==> src/rtl/spi_move_receiver.sv <==
// SPI move receiver: synchronizes a player-2 SPI byte stream into the clk domain,
// validates each 8-bit frame and holds the selected column until acknowledged.
module spi_move_receiver #(
    parameter int unsigned SYNC_STAGES = 2,
    parameter logic [2:0]  HEADER      = 3'b101,
    parameter int unsigned MAX_COL     = 6
) (
    input  logic       clk,
    input  logic       rst,
    input  logic       spi_clk,
    input  logic       spi_mosi,
    input  logic       spi_cs,
    input  logic       enable,
    input  logic       move_ack,
    output logic [2:0] selected_col,
    output logic       valid_move,
    output logic       frame_err,
    output logic [7:0] err_count
);

    localparam logic [2:0] MAX_COL_3 = 3'(MAX_COL);

    typedef enum logic [1:0] {
        S_IDLE,
        S_SHIFT,
        S_CHECK,
        S_HOLD
    } state_t;

    logic [SYNC_STAGES-1:0] r_sclk_sync;
    logic [SYNC_STAGES-1:0] r_mosi_sync;
    logic [SYNC_STAGES-1:0] r_cs_sync;
    logic                   r_sclk_prev;
    logic                   r_cs_prev;

    state_t     r_state;
    logic [7:0] r_shift;
    logic [2:0] r_bit_cnt;
    logic [2:0] r_selected_col;
    logic       r_valid_move;
    logic       r_frame_err;
    logic [7:0] r_err_count;

    logic w_sclk_s;
    logic w_mosi_s;
    logic w_cs_s;
    logic w_strobe;
    logic w_cs_fall;
    logic w_accept;

    // Saturating increment for the rejected-frame counter
    function automatic logic [7:0] sat_inc(input logic [7:0] v);
        return (v == 8'hFF) ? v : v + 8'd1;
    endfunction

    // Multi-stage synchronizers plus previous-value registers for edge detection
    always_ff @(posedge clk or negedge rst) begin
        if (!rst) begin
            r_sclk_sync <= '0;
            r_mosi_sync <= '0;
            r_cs_sync   <= '1;
            r_sclk_prev <= 1'b0;
            r_cs_prev   <= 1'b1;
        end else begin
            r_sclk_sync[0] <= spi_clk;
            r_mosi_sync[0] <= spi_mosi;
            r_cs_sync[0]   <= spi_cs;
            for (int i = 1; i < SYNC_STAGES; i++) begin
                r_sclk_sync[i] <= r_sclk_sync[i-1];
                r_mosi_sync[i] <= r_mosi_sync[i-1];
                r_cs_sync[i]   <= r_cs_sync[i-1];
            end
            r_sclk_prev <= w_sclk_s;
            r_cs_prev   <= w_cs_s;
        end
    end

    assign w_sclk_s  = r_sclk_sync[SYNC_STAGES-1];
    assign w_mosi_s  = r_mosi_sync[SYNC_STAGES-1];
    assign w_cs_s    = r_cs_sync[SYNC_STAGES-1];
    assign w_strobe  = w_sclk_s & ~r_sclk_prev;
    assign w_cs_fall = ~w_cs_s & r_cs_prev;

    // Frame acceptance: header, reserved zero bits, legal column, moves enabled
    assign w_accept = (r_shift[7:5] == HEADER) && (r_shift[4:3] == 2'b00) &&
                      (r_shift[2:0] <= MAX_COL_3) && enable;

    // Frame FSM with registered move/error outputs
    always_ff @(posedge clk or negedge rst) begin
        if (!rst) begin
            r_state        <= S_IDLE;
            r_shift        <= 8'd0;
            r_bit_cnt      <= 3'd0;
            r_selected_col <= 3'd0;
            r_valid_move   <= 1'b0;
            r_frame_err    <= 1'b0;
            r_err_count    <= 8'd0;
        end else begin
            r_frame_err <= 1'b0;
            case (r_state)
                S_IDLE: begin
                    if (w_cs_fall) begin
                        r_shift   <= 8'd0;
                        r_bit_cnt <= 3'd0;
                        r_state   <= S_SHIFT;
                    end
                end
                S_SHIFT: begin
                    // The 8th strobe wins over a simultaneous cs rise
                    if (w_strobe && (r_bit_cnt == 3'd7)) begin
                        r_shift   <= {r_shift[6:0], w_mosi_s};
                        r_bit_cnt <= 3'd0;
                        r_state   <= S_CHECK;
                    end else if (w_cs_s) begin
                        r_frame_err <= 1'b1;
                        r_err_count <= sat_inc(r_err_count);
                        r_state     <= S_IDLE;
                    end else if (w_strobe) begin
                        r_shift   <= {r_shift[6:0], w_mosi_s};
                        r_bit_cnt <= r_bit_cnt + 3'd1;
                    end
                end
                S_CHECK: begin
                    if (w_accept) begin
                        r_selected_col <= r_shift[2:0];
                        r_valid_move   <= 1'b1;
                        r_state        <= S_HOLD;
                    end else begin
                        r_frame_err <= 1'b1;
                        r_err_count <= sat_inc(r_err_count);
                        r_state     <= S_IDLE;
                    end
                end
                S_HOLD: begin
                    // IDLE only restarts on a cs fall, so a low cs simply waits there
                    if (!enable || move_ack) begin
                        r_valid_move <= 1'b0;
                        r_state      <= S_IDLE;
                    end
                end
                default: r_state <= S_IDLE;
            endcase
        end
    end

    assign selected_col = r_selected_col;
    assign valid_move   = r_valid_move;
    assign frame_err    = r_frame_err;
    assign err_count    = r_err_count;

endmodule
==> config.mk <==
export PLATFORM = sky130hd
export DESIGN_NAME = spi_move_receiver
export DESIGN_NICKNAME = d
export VERILOG_FILES = /design/src/rtl/spi_move_receiver.sv
export SDC_FILE = /design/constraint.sdc
export NUM_CORES = 1
export LEC_CHECK = 0
export BUFFER_PORTS_ARGS = -buffer_cell sky130_fd_sc_hd__buf_4
export CORE_AREA = 8 8 63 65
export CTS_CLUSTER_DIAMETER = 60
export DETAILED_ROUTE_END_ITERATION = 6
export DIE_AREA = 0 0 71 73
export GPL_TIMING_DRIVEN = 0
export PLACE_DENSITY = 0.75
export SLEW_MARGIN = 20
export SYNTH_ARGS = -nofsm -noshare
export SYNTH_HDL_FRONTEND = slang
export SYNTH_SLANG_ARGS = --single-unit
==> constraint.sdc <==
create_clock -name clk -period 2.9 [get_ports clk]
set_clock_uncertainty 0.2 [all_clocks]
set_input_delay 0.58 -clock clk [delete_from_list [all_inputs] [get_ports clk]]
set_output_delay 0.58 -clock clk [all_outputs]
set_load 0.01 [all_outputs]
==> flow_metrics.py <==
metrics = {
    "clock_network": {
        "cts_sinks": 34,
        "cts-root-buf": "clkbuf_4",
        "cts.path.max_buffers": 2,
        "clkLatencyLatePin_ps": 330,
        "htree_levels": 2,
        "cts_tree": "done",
        "numCtsBuffers": 5,
        "clk_pin_slew_ps": 110,
    },
    "timing": {
        "finalMaxSlewViolations": 0,
        "fin_crit_ps": 2210,
        "max_freq_mhz": 452,
        "relSlewSlack_pct": 62.3,
        "worstMarginPinSlew_ps": 552,
        "setup_viol": 0,
        "final.period_utilization_pct": 76.2,
        "grt_setup_unrepaired": "false",
        "hold_violations": 0,
        "setup_tns_ps": 0,
    },
    "synthesis": {
        "async_flop_share_pct": 100,
        "ys_seq_elements": 34,
        "synth_area_sq_um": 1610,
        "synth_edf_count": 0,
        "ys_seq_area_share_pct": 53.2,
        "synthFlopType": "dfrtp_1",
        "syn_area_per_cell_sq_um": 11.6,
        "synth_nets": 152,
        "syn_inst": 138,
        "yosys_warnings": 0,
        "synth_cell_type_count": 36,
    },
    "route": {
        "drt_wl_total_mm": 2.95,
        "drcViolationCount": 0,
        "antenna_left": 0,
        "drtIter0Drc": 84,
        "vias": 1085,
        "wl_per_cell_um": 14.8,
        "routed_via_density": 5.45,
        "drtPass1Iterations": 4,
    },
    "power_and_ir_drop": {
        "swShare_pct": 35.3,
        "p_int_w": 0.000958,
        "p_sw_w": 0.000523,
        "power_density_nw_per_um2": 794,
        "vdd_ir_drop_max_v": 0.000413,
        "power.total_w": 0.00148,
        "clkPwrFrac_pct": 18.6,
        "power_frac_comb_pct": 34.4,
        "leakage_nw": 0.906,
        "seq_power_share_pct": 47.0,
    },
    "final_layout": {
        "mostFrequentLayoutCells": "31 x dfrtp_1, 19 x buf_4, 15 x nand2_1, 13 x inv_1, 11 x mux2i_1",
        "nFillCells": 241,
        "final_common_cell": "dfrtp_1",
        "utilization_pct": 63.1,
        "antenna_cells": 0,
        "final_nets": 179,
        "syn2layout_area_growth_pct": 16.0,
        "fin_cells": 199,
        "layout-drive-gt1-share_pct": 26.5,
    },
    "placement": {
        "dp_hpwl_mm": 2.20,
        "portBuffers": 19,
        "globalplace.congestion": 0.831,
        "dpl.cell_count": 190,
    },
    "floorplan": {
        "coreArea_sq_um": 2950,
        "rows": 20,
        "dieWidth_um": 71,
        "start_util_pct": 54.4,
        "die_y_um": 73,
        "dieArea_sq_um": 5180,
        "io_pins": 20,
    },
    "global_route": {
        "antenna_found_initial": 0,
        "grt_max_degree": 35,
        "overflow": 0,
        "grt_usage_pct": 12.5,
        "grt_pass1_wl_mm": 5.05,
        "grt_pass1_vias": 1118,
    },
    "worst_setup_path": {
        "setup.worst_path.end_class": "register",
        "path_cells": "or4b_4 -> nor4b_4 -> buf_6 -> nor2_4 -> mux2_4",
        "path_buf_inv": 1,
        "cp.required_ps": 2920,
        "crit_path_max_incr_delay_ps": 560,
        "r2r_slack_ps": 690,
        "critPathMaxFanout": 10,
        "cp_slowest_cell": "or4b_4",
        "crit_type": "register to register",
        "arrival_ps": 2230,
        "cp_top_family": "simple AND/OR/NAND/NOR gates",
        "cp-start-kind": "register",
    },
    "flow_run": {
        "drv_cap": 0,
    },
    "status": {
        "status": "finished, final reports clean",
    },
    "min_path": {
        "hold_class": "input port to register",
    },
}
## final timing paths
kind / from / endpoint / cells after the start
setup / recovery: r_shift[4] / err_count[1] / 5
hold / removal: spi_mosi / r_mosi_sync[0] / 1
setup reg to reg: r_shift[4] / err_count[1] / 5
hold reg to reg: r_cs_sync[0] / r_cs_sync[1] / 0
max in group asynchronous: rst / r_cs_sync[0] / 2
min in group asynchronous: rst / r_bit_cnt[2] / 2
## stage by stage
step                      area [sq um]  hold WS, ps  setup WS (ps)
after detailed placement          1790          135            719
final                             1860          145            689
after floorplan                   1610         84.4            843
after CTS                         1860          131            695
after global routing              1860          116            622
after global placement            1790          135            727
## per-layer routing
metal / vias to the layer above / share of wire (%) / GRT usage [%]
met5: - / 0 / 0
met4: 0 / 1.4 / 4.62
met3: 6 / 4.9 / 4.67
met2: 24 / 50 / 21.5
met1: 524 / 43 / 13.8
li1: 531 / - / -
## worst register-to-register path: stages, from the launching register on
cell and delay, ps:
dfrtp_1 410, or4b_4 560, nor4b_4 350, buf_6 210, nor2_4 60, mux2_4 310
## cell usage after synthesis, types with 3 or more instances
cell       n  area (sq um)
ha_1       7          87.6
nand3_1    5          25.0
nor3_1     3          15.0
xor2_1     4          35.0
nor2b_1    4          25.0
inv_1     13          48.8
and3_1     4          25.0
nand2b_1   3          18.8
dfstp_2    3          78.8
mux2_2     7          78.8
nand2_1   15          56.3
mux2i_1   11           110
dfrtp_1   31           776
## cell type report
type                            instances  area [sq um]  area share (%)
Inverter                               13          48.8            2.62
Sequential cell                        34           855            45.8
Clock buffer                            6          51.3            2.75
Clock inverter                          2          12.5           0.671
Timing Repair Buffer                   20           153            8.19
Multi-Input combinational cell         88           683            36.6
Buffer                                  3          20.0            1.07
Tap cell                               33          41.3            2.21
## kinds of logic (layout without fill, tap and decap cells)
kind of cell,Yosys count,in the layout,synth area share (%)
and+or+nand+nor,46,46,16.9
DFF,34,34,53.2
muxes,19,19,12.7
buffers and inverters,16,44,4.28
AOI/OAI and AO/OA,12,12,5.30
adders and majority gates,7,7,5.45
xor gates and xnor gates,4,4,2.18
## sequential cells by signal, indices dropped and copies added, names as in the netlist, 2 cells and up
name and flops:
err_count 8, r_bit_cnt 3, r_cs_sync 2, r_mosi_sync 2, r_sclk_sync 2, r_shift 8
r_state 2, selected_col 3
## power by group through the flow
stage / clock [W] / sequential [W] / combinational (W)
floorplan: 0 / 0.000705 / 0.000324
global placement: 0 / 0.000696 / 0.000499
detailed placement: 0 / 0.000703 / 0.000514
CTS: 0.000285 / 0.000695 / 0.000519
global route: 0.000305 / 0.000716 / 0.000565
finish: 0.000275 / 0.000696 / 0.000510
## what timing repair did
| action | in CTS | in global routing |
|---|---|---|
| endpoints found under the hold margin | 31 | 0 |
| hold buffers | 1 | 0 |
| resized for setup | 0 | 0 |
| setup endpoints to repair | 0 | 0 |
| buffers inserted | 0 | 0 |
No activity file was read; power rests on OpenSTA's default activity.
